`src/rtl/hazard_if.sv`:
```
`default_nettype none
// ============================================================================
// Module      : hazard_if
// Description : Decode-side bundle between the ID stage and hazard_ctrl.
//               Decode drives the register addresses and decodes. The
//               sequencer returns stall, flush, freeze and forwarding selects.
// Revision    : 1.0 - initial release
// ============================================================================
interface hazard_if #(
  parameter int REG_AW = 5
);
  logic [REG_AW-1:0] reg_s_addr;
  logic [REG_AW-1:0] reg_t_addr;
  logic              use_s;
  logic              use_t;
  logic              reg_d_we_id;
  logic [REG_AW-1:0] reg_d_addr_id;
  logic              load_id;
  logic              mem_acc_id;
  logic              branch_id;
  logic              jump;
  logic              mem_ready;

  logic              stall_if;
  logic              stall_id;
  logic              bubble_ex;
  logic              freeze;
  logic              flush_if;
  logic [1:0]        fwd_s_ex;
  logic [1:0]        fwd_t_ex;
  logic              fwd_s_id;
  logic              fwd_t_id;

  // Decode / pipeline side
  modport master (
    output reg_s_addr, reg_t_addr, use_s, use_t, reg_d_we_id, reg_d_addr_id,
           load_id, mem_acc_id, branch_id, jump, mem_ready,
    input  stall_if, stall_id, bubble_ex, freeze, flush_if,
           fwd_s_ex, fwd_t_ex, fwd_s_id, fwd_t_id
  );

  // Sequencer side
  modport slave (
    input  reg_s_addr, reg_t_addr, use_s, use_t, reg_d_we_id, reg_d_addr_id,
           load_id, mem_acc_id, branch_id, jump, mem_ready,
    output stall_if, stall_id, bubble_ex, freeze, flush_if,
           fwd_s_ex, fwd_t_ex, fwd_s_id, fwd_t_id
  );
endinterface
`default_nettype wire

```
`src/rtl/hazard_ctrl.sv`:
```
`default_nettype none
// ============================================================================
// Module      : hazard_ctrl
// Description : Pipeline sequencer for the 5-stage core. It shadows the
//               destination registers in flight in EX and MEM. From these it
//               derives load-use and branch stalls, EX/ID forwarding selects,
//               the IF squash after a redirect, and the global freeze while
//               data memory is busy.
//               Optional macro HAZARD_STALL_COUNT_EN adds the stall_cnt
//               output, which counts cycles with stall_if asserted.
// Revision    : 1.0 - initial release
// ============================================================================
module hazard_ctrl #(
  parameter int REG_AW = 5
`ifdef HAZARD_STALL_COUNT_EN
  ,
  parameter int CNT_W  = 32
`endif
) (
  input  logic             clk,
  input  logic             rst,
  hazard_if.slave          hz
`ifdef HAZARD_STALL_COUNT_EN
  ,
  output logic [CNT_W-1:0] stall_cnt
`endif
);

  typedef struct packed {
    logic              we;
    logic [REG_AW-1:0] addr;
    logic              load;
    logic              acc;
  } shadow_t;

  typedef enum logic [0:0] {
    RUN      = 1'b0,
    MEM_WAIT = 1'b1
  } state_t;

  // A producer matches a consumer only if it writes a non-zero register that
  // the consumer actually reads. r0 is hard-wired, so it never matches.
  function automatic logic f_match(input shadow_t e,
                                   input logic [REG_AW-1:0] src,
                                   input logic rd);
    return e.we && (e.addr != '0) && (e.addr == src) && rd;
  endfunction

  shadow_t ex_sh;
  shadow_t mem_sh;
  shadow_t id_sh;
  state_t  state;
  state_t  state_nxt;

  logic       m_ex_s, m_ex_t, m_mem_s, m_mem_t;
  logic       haz;
  logic       mem_hold;
  logic [1:0] fwd_s_nxt, fwd_t_nxt;
  logic [1:0] fwd_s_q, fwd_t_q;

  // The WB stage needs no shadow. Forwarding from WB is resolved when the
  // consumer is registered into EX, and at that point the producer sits in
  // MEM. An entry leaving MEM is therefore retired.

  // Decoded ID instruction packed as a shadow entry
  always_comb begin
    id_sh      = '0;
    id_sh.we   = hz.reg_d_we_id;
    id_sh.addr = hz.reg_d_addr_id;
    id_sh.load = hz.load_id;
    id_sh.acc  = hz.mem_acc_id;
  end

  // Hazard detection, FSM next state and control outputs
  always_comb begin
    state_nxt = state;
    m_ex_s    = f_match(ex_sh,  hz.reg_s_addr, hz.use_s);
    m_ex_t    = f_match(ex_sh,  hz.reg_t_addr, hz.use_t);
    m_mem_s   = f_match(mem_sh, hz.reg_s_addr, hz.use_s);
    m_mem_t   = f_match(mem_sh, hz.reg_t_addr, hz.use_t);

    // Load results arrive too late for EX. The branch comparator in ID also
    // cannot take the EX result, nor a load still in MEM.
    haz = (ex_sh.load && (m_ex_s || m_ex_t)) ||
          (hz.branch_id && (m_ex_s || m_ex_t ||
                            (mem_sh.load && (m_mem_s || m_mem_t))));
    mem_hold = mem_sh.acc && !hz.mem_ready;

    unique case (state)
      RUN:      if (mem_hold)     state_nxt = MEM_WAIT;
      MEM_WAIT: if (hz.mem_ready) state_nxt = RUN;
      default:                    state_nxt = RUN;
    endcase

    hz.freeze    = mem_hold;
    hz.stall_if  = mem_hold || haz;
    hz.stall_id  = mem_hold || haz;
    hz.bubble_ex = haz && !mem_hold;
    // A redirect during a stall is squashed once the stall clears, because
    // decode keeps presenting the jump until then.
    hz.flush_if  = hz.jump && !haz && !mem_hold;
    hz.fwd_s_id  = hz.branch_id && m_mem_s && !mem_sh.load;
    hz.fwd_t_id  = hz.branch_id && m_mem_t && !mem_sh.load;
    hz.fwd_s_ex  = fwd_s_q;
    hz.fwd_t_ex  = fwd_t_q;

    // Selects for the instruction about to enter EX. The younger producer
    // (now in EX, moving to MEM) takes priority over the older one.
    fwd_s_nxt = m_ex_s ? 2'b01 : (m_mem_s ? 2'b10 : 2'b00);
    fwd_t_nxt = m_ex_t ? 2'b01 : (m_mem_t ? 2'b10 : 2'b00);
  end

  // FSM state register
  always_ff @(posedge clk) begin
    if (rst) state <= RUN;
    else     state <= state_nxt;
  end

  // Shadow pipeline and registered EX forwarding selects. All of it holds
  // while memory is busy, and a bubble enters EX on a hazard.
  always_ff @(posedge clk) begin
    if (rst) begin
      ex_sh   <= '0;
      mem_sh  <= '0;
      fwd_s_q <= 2'b00;
      fwd_t_q <= 2'b00;
    end else if (!mem_hold) begin
      mem_sh  <= ex_sh;
      ex_sh   <= haz ? '0    : id_sh;
      fwd_s_q <= haz ? 2'b00 : fwd_s_nxt;
      fwd_t_q <= haz ? 2'b00 : fwd_t_nxt;
    end
  end

`ifdef HAZARD_STALL_COUNT_EN
  // Stall cycle counter. It wraps naturally at its width.
  always_ff @(posedge clk) begin
    if (rst)              stall_cnt <= '0;
    else if (hz.stall_if) stall_cnt <= stall_cnt + 1'b1;
  end
`endif

endmodule
`default_nettype wire

```
`src/flat_wrapper.sv`:
```
// flat-port wrapper written by rule: the top's interface ports become plain ports
module hazard_ctrl_flat 
#(
  parameter int REG_AW = 5

)
  (clk, rst, hz_reg_s_addr, hz_reg_t_addr, hz_use_s, hz_use_t, hz_reg_d_we_id, hz_reg_d_addr_id, hz_load_id, hz_mem_acc_id, hz_branch_id, hz_jump, hz_mem_ready, hz_stall_if, hz_stall_id, hz_bubble_ex, hz_freeze, hz_flush_if, hz_fwd_s_ex, hz_fwd_t_ex, hz_fwd_s_id, hz_fwd_t_id);
  hazard_if #(.REG_AW(REG_AW)) hz_i ();
  input  logic clk;
  input  logic rst;
  input wire logic [$bits(hz_i.reg_s_addr)-1:0] hz_reg_s_addr;
  input wire logic [$bits(hz_i.reg_t_addr)-1:0] hz_reg_t_addr;
  input wire logic [$bits(hz_i.use_s)-1:0] hz_use_s;
  input wire logic [$bits(hz_i.use_t)-1:0] hz_use_t;
  input wire logic [$bits(hz_i.reg_d_we_id)-1:0] hz_reg_d_we_id;
  input wire logic [$bits(hz_i.reg_d_addr_id)-1:0] hz_reg_d_addr_id;
  input wire logic [$bits(hz_i.load_id)-1:0] hz_load_id;
  input wire logic [$bits(hz_i.mem_acc_id)-1:0] hz_mem_acc_id;
  input wire logic [$bits(hz_i.branch_id)-1:0] hz_branch_id;
  input wire logic [$bits(hz_i.jump)-1:0] hz_jump;
  input wire logic [$bits(hz_i.mem_ready)-1:0] hz_mem_ready;
  output wire logic [$bits(hz_i.stall_if)-1:0] hz_stall_if;
  output wire logic [$bits(hz_i.stall_id)-1:0] hz_stall_id;
  output wire logic [$bits(hz_i.bubble_ex)-1:0] hz_bubble_ex;
  output wire logic [$bits(hz_i.freeze)-1:0] hz_freeze;
  output wire logic [$bits(hz_i.flush_if)-1:0] hz_flush_if;
  output wire logic [$bits(hz_i.fwd_s_ex)-1:0] hz_fwd_s_ex;
  output wire logic [$bits(hz_i.fwd_t_ex)-1:0] hz_fwd_t_ex;
  output wire logic [$bits(hz_i.fwd_s_id)-1:0] hz_fwd_s_id;
  output wire logic [$bits(hz_i.fwd_t_id)-1:0] hz_fwd_t_id;
  assign hz_i.reg_s_addr = hz_reg_s_addr;
  assign hz_i.reg_t_addr = hz_reg_t_addr;
  assign hz_i.use_s = hz_use_s;
  assign hz_i.use_t = hz_use_t;
  assign hz_i.reg_d_we_id = hz_reg_d_we_id;
  assign hz_i.reg_d_addr_id = hz_reg_d_addr_id;
  assign hz_i.load_id = hz_load_id;
  assign hz_i.mem_acc_id = hz_mem_acc_id;
  assign hz_i.branch_id = hz_branch_id;
  assign hz_i.jump = hz_jump;
  assign hz_i.mem_ready = hz_mem_ready;
  assign hz_stall_if = hz_i.stall_if;
  assign hz_stall_id = hz_i.stall_id;
  assign hz_bubble_ex = hz_i.bubble_ex;
  assign hz_freeze = hz_i.freeze;
  assign hz_flush_if = hz_i.flush_if;
  assign hz_fwd_s_ex = hz_i.fwd_s_ex;
  assign hz_fwd_t_ex = hz_i.fwd_t_ex;
  assign hz_fwd_s_id = hz_i.fwd_s_id;
  assign hz_fwd_t_id = hz_i.fwd_t_id;
  hazard_ctrl #(.REG_AW(REG_AW)) u_core (.clk(clk), .rst(rst), .hz(hz_i));
endmodule
```
`config.mk`:
```
export PLATFORM = sky130hd
export DESIGN_NAME = hazard_ctrl_flat
export DESIGN_NICKNAME = d
export VERILOG_FILES = /design/src/rtl/hazard_if.sv /design/src/rtl/hazard_ctrl.sv /design/src/flat_wrapper.sv
export SDC_FILE = /design/constraint.sdc
export NUM_CORES = 1
export LEC_CHECK = 0
export CAP_MARGIN = 20
export CORE_AREA = 2 2 65 67
export CTS_CLUSTER_DIAMETER = 50
export DETAILED_ROUTE_END_ITERATION = 10
export DIE_AREA = 0 0 67 69
export SLEW_MARGIN = 20
export SYNTH_ARGS = -nofsm -noshare
export SYNTH_HDL_FRONTEND = slang
export SYNTH_SLANG_ARGS = --single-unit
```
`constraint.sdc`:
```
create_clock -name clk -period 5.7 [get_ports clk]
set_clock_uncertainty 0.2 [all_clocks]
set_input_delay 1.14 -clock clk [delete_from_list [all_inputs] [get_ports clk]]
set_output_delay 1.14 -clock clk [all_outputs]
set_load 0.01 [all_outputs]
```
==> Word-level counts from Yosys, hierarchy flattened <==
Cells that the tools add are included.
{ "totals": {"regBits": 20, "output_inout_bits": 11} }
{ "classes": {"n_eq_ne": 4, "muxes": 7, "n_reduce_logical": 32} }
{ "ops": {"columns": ["cell", "n"], "rows": [
  ["logical AND 1 bit", 21],
  ["equality test 5 bit", 4],
  ["2-to-1 mux 2 bit", 6],
  ["nonzero test 5 bit", 2],
  ["2-to-1 mux 8 bit", 1],
  ["logical OR 1 bit", 5],
  ["zero test 1 bit", 4]
]} }

==> Depth between registers and ports, before layout <==
Gate-level depths: netlist of the first run.
{ "logic_depth": {"ltp_word": 12, "ltp_mapped": 7} }

==> Worst setup path before layout of the first run <==
OpenSTA, ideal clock, no wires.
{ "synth_timing": {"kind": "input port to output port", "start": "in hz_reg_s_addr[1]", "end": "out hz_stall_if", "arrival_ps": 2359, "required_ps": 4360, "path_slack_ps": 2001, "path_stages": 7, "n_path_buf": 1, "path_cell_list": "xor2_1 nor4_1 nand3_1 a211oi_2 a41o_4 nand2b_1 buf_4"} }
{ "synth_via": {"elab_chain_len": 9} }
{ "synth_lines": {"columns": ["element", "line_no", "rtl"], "rows": [
  ["from (decl)", "flat_wrapper.sv:11", "input wire logic [$bits(hz_i.reg_s_addr)-1:0] hz_reg_s_addr;"],
  ["equality test 5 bit", "hazard_ctrl.sv:46", "return e.we && (e.addr != '0) && (e.addr == src) && rd;"],
  ["logical AND 1 bit (2 in a row)", "hazard_ctrl.sv:46", null],
  ["logical OR 1 bit", "hazard_ctrl.sv:86", "(mem_sh.load && (m_mem_s || m_mem_t))));"],
  ["logical AND 1 bit", "hazard_ctrl.sv:86", null],
  ["logical OR 1 bit", "hazard_ctrl.sv:85", "(hz.branch_id && (m_ex_s || m_ex_t ||"],
  ["logical AND 1 bit", "hazard_ctrl.sv:85", null],
  ["logical OR 1 bit *", "hazard_ctrl.sv:84", "haz = (ex_sh.load && (m_ex_s || m_ex_t)) ||"],
  ["logical OR 1 bit *", null, null],
  ["to (decl)", "flat_wrapper.sv:22", "output wire logic [$bits(hz_i.stall_if)-1:0] hz_stall_if;"]
]} }
Every way passes the cells marked *; elsewhere a longest branch is shown, timed or not.

==> Final worst setup path of the first run <==
{ "layout_timing": {"start": "in hz_reg_t_addr[1]", "end": "out hz_bubble_ex"} }
{ "layout_via": {"elab_chain_len": 9} }
{ "layout_lines": {"columns": ["element", "line_no", "rtl"], "rows": [
  ["from (decl)", "flat_wrapper.sv:12", "input wire logic [$bits(hz_i.reg_t_addr)-1:0] hz_reg_t_addr;"],
  ["equality test 5 bit", "hazard_ctrl.sv:46", null],
  ["logical AND 1 bit (2 in a row)", "hazard_ctrl.sv:46", null],
  ["logical OR 1 bit", "hazard_ctrl.sv:86", null],
  ["logical AND 1 bit", "hazard_ctrl.sv:86", null],
  ["logical OR 1 bit", "hazard_ctrl.sv:85", null],
  ["logical AND 1 bit", "hazard_ctrl.sv:85", null],
  ["logical OR 1 bit *", "hazard_ctrl.sv:84", null],
  ["logical AND 1 bit *", "hazard_ctrl.sv:98", "hz.bubble_ex = haz && !mem_hold;"],
  ["to (decl)", "flat_wrapper.sv:24", "output wire logic [$bits(hz_i.bubble_ex)-1:0] hz_bubble_ex;"]
]} }
Marks and branches as above.

==> impl_metrics.json, run 1 <==
{
  "fmax_mhz": 208,
  "viasPerCell": 4.79,
  "clock_latency_ns": 0.25,
  "synth_edf_count": 0,
  "wirelength_um": 2790,
  "drt-pass1-iter-count": 4,
  "synth_cell_types": 27,
  "cts_tree": "built",
  "yosysTopAreaCellShare": 0.350,
  "r2r_cells": 5,
  "syn_area_sq_um": 1140,
  "synth_common_cells": "dfxtp_1, nand3b_1, nand2_1",
  "critPathMaxStageDelay_ns": 0.53,
  "final-hold-violation-count": 0,
  "vias": 1026,
  "synth_ff_type": "dfxtp_1",
  "grtUsageTotal": 0.125,
  "cts-root-buf": "clkbuf_8",
  "setup_tns_ns": 0,
  "worst_slew_pin_slew_ns": 0.782,
  "numCtsBuffers": 3,
  "reg2reg_to": "u_core.hz.fwd_t_ex[1]",
  "cp.arrival_ns": 3.46,
  "grt_overflow_total": 0,
  "power.leakage_uw": 0.000583,
  "cts_resized": 0,
  "postPlaceCellArea_sq_um": 1530,
  "nets": 191,
  "ios": 36,
  "fin_ws_ns": 0.895,
  "grt_pass1_wl_um": 4570,
  "combPwrFrac": 0.189,
  "num_rows": 23,
  "synth.most_common_cell": "dfxtp_1",
  "crit_end": "hz_bubble_ex",
  "place_ws_ns": 0.867,
  "syn_avg_cell_area_sq_um": 8.60,
  "gp_congestion": 0.732,
  "p_per_area_nw_per_um2": 194,
  "crit_start": "hz_reg_t_addr[1]",
  "htree_levels": 1,
  "rsz0062_at_grt": "no",
  "switching_share": 0.252,
  "yosysSeqAreaShare": 0.350,
  "syn-num-nets": 158,
  "cp-start-kind": "primary input",
  "synth-async-reset-ratio": 0,
  "die_y_um": 69,
  "finalMaxSlewViolations": 0,
  "p_int_uw": 227,
  "regToRegSetupSlack_ns": 3.59,
  "design_area_sq_um": 1570,
  "drv_cap": 0,
  "worst_path_most_repeated_cell": "clkdlybuf4s50_1",
  "core_area_sq_um": 3910,
  "min_period_over_period": 0.843,
  "synth_area_leaders": "dfxtp_1, xor2_1, nand3b_1",
  "ant_nets": 0,
  "power_frac_clock": 0.300,
  "cts.path.max_buffers": 2,
  "synth_top_area_cell": "dfxtp_1",
  "route.detailed.drc": 0,
  "diodes": 0,
  "ys.warnings.count": 0,
  "min_period_ns": 4.80,
  "hold_class": "reg -> reg",
  "ir_worst_vdd_mv": 0.0820,
  "worstPathCellList": "clkdlybuf4s50_1 -> xor2_1 -> nor4_1 -> nand3_1 -> a211oi_2 -> a41o_4 -> and2_1 -> clkdlybuf4s50_1",
  "path_clk_slew_ns": 0.07,
  "post_cts_buffers": 0,
  "slowest_stage": "clkdlybuf4s50_1",
  "clock_sinks": 20,
  "dpl.hpwl_um": 2080,
  "wl_per_cell_um": 13.1,
  "cp.required_ns": 4.36,
  "antenna_found_initial": 0,
  "r2r_start": "u_core.ex_sh[4]",
  "dieArea_sq_um": 4620,
  "initial_utilization": 0.292,
  "seqPwrFrac": 0.512,
  "grt_max_degree": 30,
  "die_w_um": 67,
  "setup_viol_count_final": 0,
  "relSlewSlack": 0.477,
  "p_switching_uw": 76.6,
  "drive_gt1_frac": 0.0732,
  "syn_to_final_growth_pct": 37.1,
  "first_global_vias": 1024,
  "status": "completed",
  "drt_iter0_drc": 48,
  "ys_ff_latch": 20,
  "fin_util": 0.401,
  "path_class": "in -> out",
  "ctsHoldBuffers": 0,
  "io_buffers": 35,
  "syn_inst": 133,
  "end_kind": "output pin",
  "cp_max_fo": 13
}
-- placed cells by master, fill, tap and decap left out, types with 2 or more instances in the layout --
cell / synthesis / final
xnor2_1: 4 / 4
nand3b_1: 18 / 18
nand2_1: 17 / 17
a22oi_1: 2 / 2
nand3_1: 4 / 4
nand2b_1: 2 / 2
xor2_1: 16 / 16
clkbuf_8: 0 / 3
o41ai_2: 2 / 2
buf_4: 1 / 2
o21ai_1: 8 / 8
nor2_1: 8 / 8
nor3_1: 3 / 3
nor4_1: 4 / 4
dfxtp_1: 20 / 20
clkdlybuf4s50_1: 0 / 35
a21oi_1: 7 / 7
-- per-stage QoR --
stage | cells | hold WS, ns | total power, uW
finish | 214 | 0.259 | 304
CTS | 214 | 0.264 | 308
floorplan | 133 | 0.232 | 187
global route | 214 | 0.289 | 320
detailed placement | 211 | 0.254 | 216
global placement | 211 | 0.245 | 214
-- power groups by stage --
| stage | clock [uW] | sequential [uW] | combinational (uW) |
|---|---|---|---|
| after global routing | 101 | 157 | 62.4 |
| after floorplan | 0 | 156 | 30.9 |
| after detailed placement | 0 | 159 | 57.3 |
| final | 91.0 | 155 | 57.3 |
| after global placement | 0 | 158 | 55.9 |
| after CTS | 95.1 | 155 | 57.7 |
-- kinds of logic after synthesis --
group,Yosys count,share of synthesized area
XOR/XNOR,20,0.153
buffers and inverters,10,0.0427
AND/OR/NAND/NOR,60,0.296
AO/OA/AOI/OAI,23,0.158
flip-flops,20,0.350
-- how the worst min path moves through the flow --
stage | slack [ns] | from | end | depth (start not counted)
after global routing | 0.29 | u_core.mem_sh[7] | u_core.mem_sh[7] | 2
after floorplan | 0.23 | u_core.mem_sh[7] | u_core.mem_sh[7] | 2
after global placement | 0.24 | u_core.mem_sh[7] | u_core.mem_sh[7] | 2
after CTS | 0.26 | u_core.mem_sh[7] | u_core.mem_sh[7] | 2
final | 0.26 | u_core.mem_sh[7] | u_core.mem_sh[7] | 2
after detailed placement | 0.25 | u_core.mem_sh[7] | u_core.mem_sh[7] | 2
-- routing by layer --
layer,wire [um],up-vias,global-route usage
li1,-,523,-
met1,1420,459,0.173
met2,1180,39,0.191
met3,158,5,0.0196
met4,43,0,0.0476
met5,0,-,0
-- registers in the layout, summed over array words and instances, names as in the netlist --
register,cells
u_core.ex_sh,8
u_core.hz.fwd_s_ex,2
u_core.hz.fwd_t_ex,2
u_core.mem_sh,8
-- worst max-delay path: cells and delay by family --
family | cells | cell delay [ns]
compound gates | 2 | 0.45
simple gates | 3 | 0.73
xor+xnor | 1 | 0.17
buf+inv | 2 | 0.98
-- area by class of cell --
class                           count  area, sq um
Clock buffer                        3         41.3
Fill cell                         409         2350
Inverter                            1         3.75
Multi-Input combinational cell    103          694
Sequential cell                    20          400
Tap cell                           50         62.6
Timing Repair Buffer               37          365
(Power assumes the default switching activity.)
==> run 2, diff against run 1 <==
Clock period 5.7 ns to 3.95 ns, I/O delays scaled along.
==> run 2 against run 1 <==
Compared with the run above:
- global-route usage rose by 1.2 points
- worst setup slack got worse by 0.75 ns
- critical path depth fell by 1
- final area rose by 5.2%
- count of clock-buffer cells in the layout rose by 1
- via count rose by 4.4%
- largest power group unchanged
- first-iteration DRC count fell by 13%
- clock power rose by 66%
- final cell count rose by 3.3%
- combinational power rose by 52%
- worst hold slack improved by 0.0083 ns
- non-clock buffer count rose by 6
==> impl_metrics.json, run 2 (synthesized netlist as in run 1, its figures left out) <==
{
  "status": "completed",
  "gp_congestion": 0.746,
  "wl_per_cell_um": 13.7,
  "ant_nets": 0,
  "min_period_ns": 3.81,
  "final-hold-violation-count": 0,
  "clock_sinks": 20,
  "grt_pass1_wl_um": 4950,
  "grt_overflow_total": 0,
  "grtUsageTotal": 0.137,
  "ir_worst_vdd_mv": 0.108,
  "ios": 36,
  "nets": 197,
  "holdPathEnd": "u_core.mem_sh[7]",
  "wirelength_um": 3040,
  "worst_slew_pin_slew_ns": 0.809,
  "route.detailed.drc": 0,
  "path_clk_slew_ns": 0.07,
  "relSlewSlack": 0.459,
  "reg2reg_to": "u_core.hz.fwd_t_ex[1]",
  "dpl.hpwl_um": 2290,
  "r2r_start": "u_core.mem_sh[5]",
  "core_area_sq_um": 3910,
  "cts_tree": "built",
  "cts.path.max_buffers": 2,
  "regArea_sq_um": 400,
  "drv_cap": 0,
  "grt_max_degree": 30,
  "vias": 1071,
  "setup_viol_count_final": 0,
  "die_y_um": 69,
  "total_power_uw": 462,
  "initial_utilization": 0.292,
  "diodes": 0,
  "p_per_area_nw_per_um2": 280,
  "cp-start-kind": "primary input",
  "finalMaxSlewViolations": 0,
  "clock_latency_ns": 0.25,
  "die_w_um": 67,
  "drt_iter0_drc": 42,
  "fin_util": 0.421,
  "cp.required_ns": 2.96,
  "cts-root-buf": "clkbuf_8",
  "power.leakage_uw": 0.000682,
  "layout_common_cells": "clkdlybuf4s50_1, dfxtp_1, nand3b_1",
  "final_common_cell": "clkdlybuf4s50_1",
  "htree_levels": 1,
  "min_period_over_period": 0.964,
  "regToRegSetupSlack_ns": 1.72,
  "hp-start": "u_core.mem_sh[7]",
  "drive_gt1_frac": 0.123,
  "drt-pass1-iter-count": 4,
  "n_fill_cell": 401,
  "hold_class": "reg -> reg",
  "dieArea_sq_um": 4620,
  "multi_input_area_sq_um": 707,
  "first_global_vias": 1144,
  "antenna_found_initial": 0,
  "numCtsBuffers": 3,
  "reg_top3": "u_core.ex_sh: 8 flops, u_core.mem_sh: 8 flops",
  "viasPerCell": 4.85,
  "holdPathStages": 2,
  "fmax_mhz": 263,
  "io_buffers": 35,
  "end_kind": "output pin",
  "r2r_cells": 5,
  "rsz0062_at_grt": "no",
  "cp.arrival_ns": 2.82,
  "syn_to_final_growth_pct": 44.2,
  "cp_max_fo": 2,
  "num_rows": 23,
  "path_class": "in -> out"
}
-- run 2: repair_timing --
| item | CTS | global route |
|---|---|---|
| pin swaps | 1 | 5 |
| hold buffers | 0 | 0 |
| buffers inserted | 0 | 1 |
| hold endpoints to repair | 0 | 0 |
| gates resized for setup | 1 | 5 |
| endpoints found under the setup margin | 2 | 4 |
-- run 2: area by class of cell --
type | instances | share of cell area
multi-input combinational | 103 | 0.429
timing repair buffer | 43 | 0.255
sequential | 20 | 0.243
tap | 50 | 0.0379
clock buffer | 4 | 0.0334
inverter | 1 | 0.00228
-- run 2: how the worst max path moves through the flow --
stage	from	end	slack (ns)	cells past startpoint
final	hz_reg_t_addr[1]	hz_fwd_t_id	0.14	7
after global routing	hz_reg_t_addr[1]	hz_fwd_t_id	0.01	7
after CTS	hz_reg_t_addr[1]	hz_stall_if	0.0007	8
after detailed placement	hz_reg_s_addr[2]	hz_stall_if	-0.006	8
after global placement	hz_reg_s_addr[2]	hz_stall_id	-0.01	8
after floorplan	hz_reg_s_addr[1]	hz_stall_if	0.95	7
-- run 2: worst max-delay path: stages --
cell	delay (ns)
clkdlybuf4s50_1	0.46
xor2_1	0.17
nor4_1	0.32
nand3_1	0.16
buf_4	0.17
nor3_1	0.18
clkdlybuf4s50_1	0.58
-- run 2: report_power, final --
group	leakage (uW)	switching, uW	total, uW	internal, uW
Clock	0.0000288	62.0	151	88.6
Combinational	0.000489	37.1	87.1	50.0
Sequential	0.000164	13.2	225	211
-- run 2: stage by stage --
step | instances | TNS, ns | cell area [sq um] | hold slack, ns | setup WS (ns)
final | 221 | 0 | 1650 | 0.267 | 0.142
after global routing | 221 | 0 | 1650 | 0.317 | 0.0139
after CTS | 220 | 0 | 1630 | 0.269 | 0.000697
after detailed placement | 216 | -0.0113 | 1560 | 0.259 | -0.00573
after global placement | 216 | -0.0270 | 1560 | 0.244 | -0.0142
after floorplan | 133 | 0 | 1140 | 0.232 | 0.951
-- run 2: metal layers --
layer	track usage	vias to the layer above	routed length, um
met5	0	-	0
met4	0.0544	0	55
met3	0.0163	7	127
met2	0.238	35	1430
met1	0.168	491	1420
li1	-	538	-
==> run 3, diff against run 2 <==
Settings changed: ABC_AREA set to 1, CORE_AREA 2 2 65 67 to 2 2 70 72, DIE_AREA 0 0 67 69 to 0 0 72 74.
==> run 3 against run 2 <==
Compared with the run above:
- worst setup slack gained 0.098 ns
- synthesized area grew 15%
- sequential power is essentially flat
- routed wire length grew 16%
- largest cell class unchanged
- power grew 4.9%
- final cell count grew 39%
- count of clock-buffer cells in the layout is the same
- final area grew 7.1%
- global-route usage shrank 0.083 points
- clock power grew 4%
- die area grew 15%
- combinational power grew 19%
==> impl_metrics.json, run 3 <==
{
  "synth_area_leaders": "dfxtp_1, nand2_1, nor2_1",
  "end_kind": "output pin",
  "core_area_sq_um": 4600,
  "grtUsageTotal": 0.136,
  "vias": 1436,
  "r2r_start": "u_core.ex_sh[5]",
  "finalMaxSlewViolations": 0,
  "wl_per_cell_um": 11.5,
  "synth_compound_area_frac": 0.118,
  "met2_length_um": 1470,
  "diodes": 0,
  "synth_edf_count": 0,
  "worst_slew_pin_slew_ns": 0.748,
  "num_rows": 25,
  "path_clk_slew_ns": 0.07,
  "syn-num-nets": 243,
  "status": "completed",
  "synth_ff_type": "dfxtp_1",
  "synth-async-reset-ratio": 0,
  "ctsHoldBuffers": 0,
  "ys.warnings.count": 0,
  "crit_start": "hz_reg_s_addr[3]",
  "critPathMaxStageDelay_ns": 0.54,
  "ir_worst_vdd_mv": 0.155,
  "route.detailed.drc": 0,
  "synthAdderAreaFrac": 0,
  "final_common_cell": "nand2_1",
  "synth_common_cells": "nand2_1, nor2_1, inv_1",
  "p_per_area_nw_per_um2": 274,
  "min_period_ns": 3.71,
  "io_buffers": 35,
  "drive_gt1_frac": 0.0870,
  "cp.required_ns": 2.96,
  "fmax_mhz": 270,
  "layout_common_cells": "nand2_1, clkdlybuf4s50_1, nor2_1",
  "hold_class": "reg -> reg",
  "nets": 279,
  "final-hold-violation-count": 0,
  "die_y_um": 74,
  "setup_tns_ns": 0,
  "worstPathCellList": "clkdlybuf4s50_1 -> inv_1 -> a21oi_1 -> nand2_1 -> nor2_1 -> nand3_2 -> nand2_1 -> nand2_1 -> nand2_1 -> inv_1 -> nor2_1 -> clkdlybuf4s50_1",
  "relSlewSlack": 0.500,
  "grt_max_degree": 21,
  "synth.most_common_cell": "nand2_1",
  "min_period_over_period": 0.939,
  "synth_cell_types": 21,
  "synth_top_area_cell": "dfxtp_1",
  "grt_overflow_total": 0,
  "wl_met3_um": 212,
  "htree_levels": 1,
  "syn_area_sq_um": 1320,
  "syn_inst": 218,
  "cp_max_fo": 4,
  "routedLengthMet1_um": 1800,
  "synth_simple_gate_area_frac": 0.436,
  "cts_resized": 0,
  "dpl.hpwl_um": 2730,
  "die_w_um": 72,
  "syn_avg_cell_area_sq_um": 6.04,
  "drv_cap": 0,
  "cp-start-kind": "primary input",
  "clock_latency_ns": 0.26,
  "synth_top_family_by_area": "simple AND/OR/NAND/NOR gates",
  "cts-root-buf": "clkbuf_8",
  "viasPerCell": 4.68,
  "design_area_sq_um": 1770,
  "top_layer": "met4",
  "post_cts_buffers": 0,
  "reg_top3": "u_core.ex_sh: 8 flops, u_core.mem_sh: 8 flops",
  "antenna_found_initial": 0,
  "numCtsBuffers": 3,
  "postPlaceCellArea_sq_um": 1710,
  "ant_nets": 0,
  "dieArea_sq_um": 5330,
  "wirelength_um": 3530,
  "cts.path.max_buffers": 2,
  "hp-start": "u_core.ex_sh[0]",
  "yosysSeqAreaShare": 0.304,
  "initial_utilization": 0.287,
  "slowest_stage": "clkdlybuf4s50_1",
  "syn_to_final_growth_pct": 34.1,
  "cts_tree": "built",
  "path_class": "in -> out",
  "gp_congestion": 0.842,
  "drt_iter0_drc": 85,
  "grt_pass1_wl_um": 5760,
  "clock_sinks": 20,
  "drt-pass1-iter-count": 4,
  "power.leakage_uw": 0.000793,
  "synth_mux_area_frac": 0,
  "synth-xor-area-share": 0.0133,
  "ios": 36,
  "worst_path_most_repeated_cell": "nand2_1",
  "setup_viol_count_final": 0,
  "ys_ff_latch": 20,
  "cp.arrival_ns": 2.72,
  "rsz0062_at_grt": "no",
  "yosysTopAreaCellShare": 0.304,
  "first_global_vias": 1191
}
[run 3: cell types whose count changed in the layout (fill, tap and decap cells not counted), moves of 14 or more]
cell and delta:
nand2_1 +49, nor2_1 +26, nand4_1 +14, inv_1 +25
xor2_1 -16, nand3b_1 -18
[run 3: layout make-up]
type | count | area [sq um]
flip-flops and latches | 20 | 400
repair buffers | 40 | 388
well taps | 54 | 67.6
fillers | 502 | 2830
multi-input cells | 160 | 747
clock buffers | 4 | 55.1
inverters | 29 | 109
[run 3: path summary, 6_finish.rpt]
kind | end | slack, ns | cells after the start
worst max-delay path | hz_bubble_ex | 0.24 | 12
worst min-delay path | u_core.ex_sh[0] | 0.27 | 2
worst max register to register | u_core.hz.fwd_s_ex[0] | 2.16 | 10
worst min register to register | u_core.ex_sh[0] | 0.27 | 2
[run 3: where the power goes]
part	internal, uW	total [uW]	switching (uW)
Clock	88.8	157	68.4
Combinational	51.3	104	52.3
Sequential	211	224	12.4
Total	352	485	133
[run 3: routing by layer]
metal / GRT usage / up-vias
met1: 0.209 / 612
met3: 0.0108 / 6
met5: 0 / -
li1: - / 769
met4: 0.0692 / 0
met2: 0.189 / 49
[run 3: critical path, delay by kind of cell]
family	cells	cell delay (ns)
buffers and inverters	4	1.17
AND/OR/NAND/NOR	7	0.63
AO/OA/AOI/OAI	1	0.12
[run 3: stage by stage]
stage          hold slack (ns)  std cells  setup WS, ns   util  total power (uW)
4_1_cts                  0.270        307         0.220  0.384               489
2_1_floorplan            0.241        218          1.27      -               288
6_report                 0.269        307         0.240  0.384               485
3_5_place_dp             0.256        303         0.231  0.372               332
3_3_place_gp             0.253        303         0.256  0.372               331
5_1_grt                  0.291        307        0.0852  0.384               513
[run 3: cell families after synthesis]
family	after synthesis
buffers and inverters	38
xor gates and xnor gates	2
and+or+nand+nor	130
DFF	20
AOI/OAI and AO/OA	28
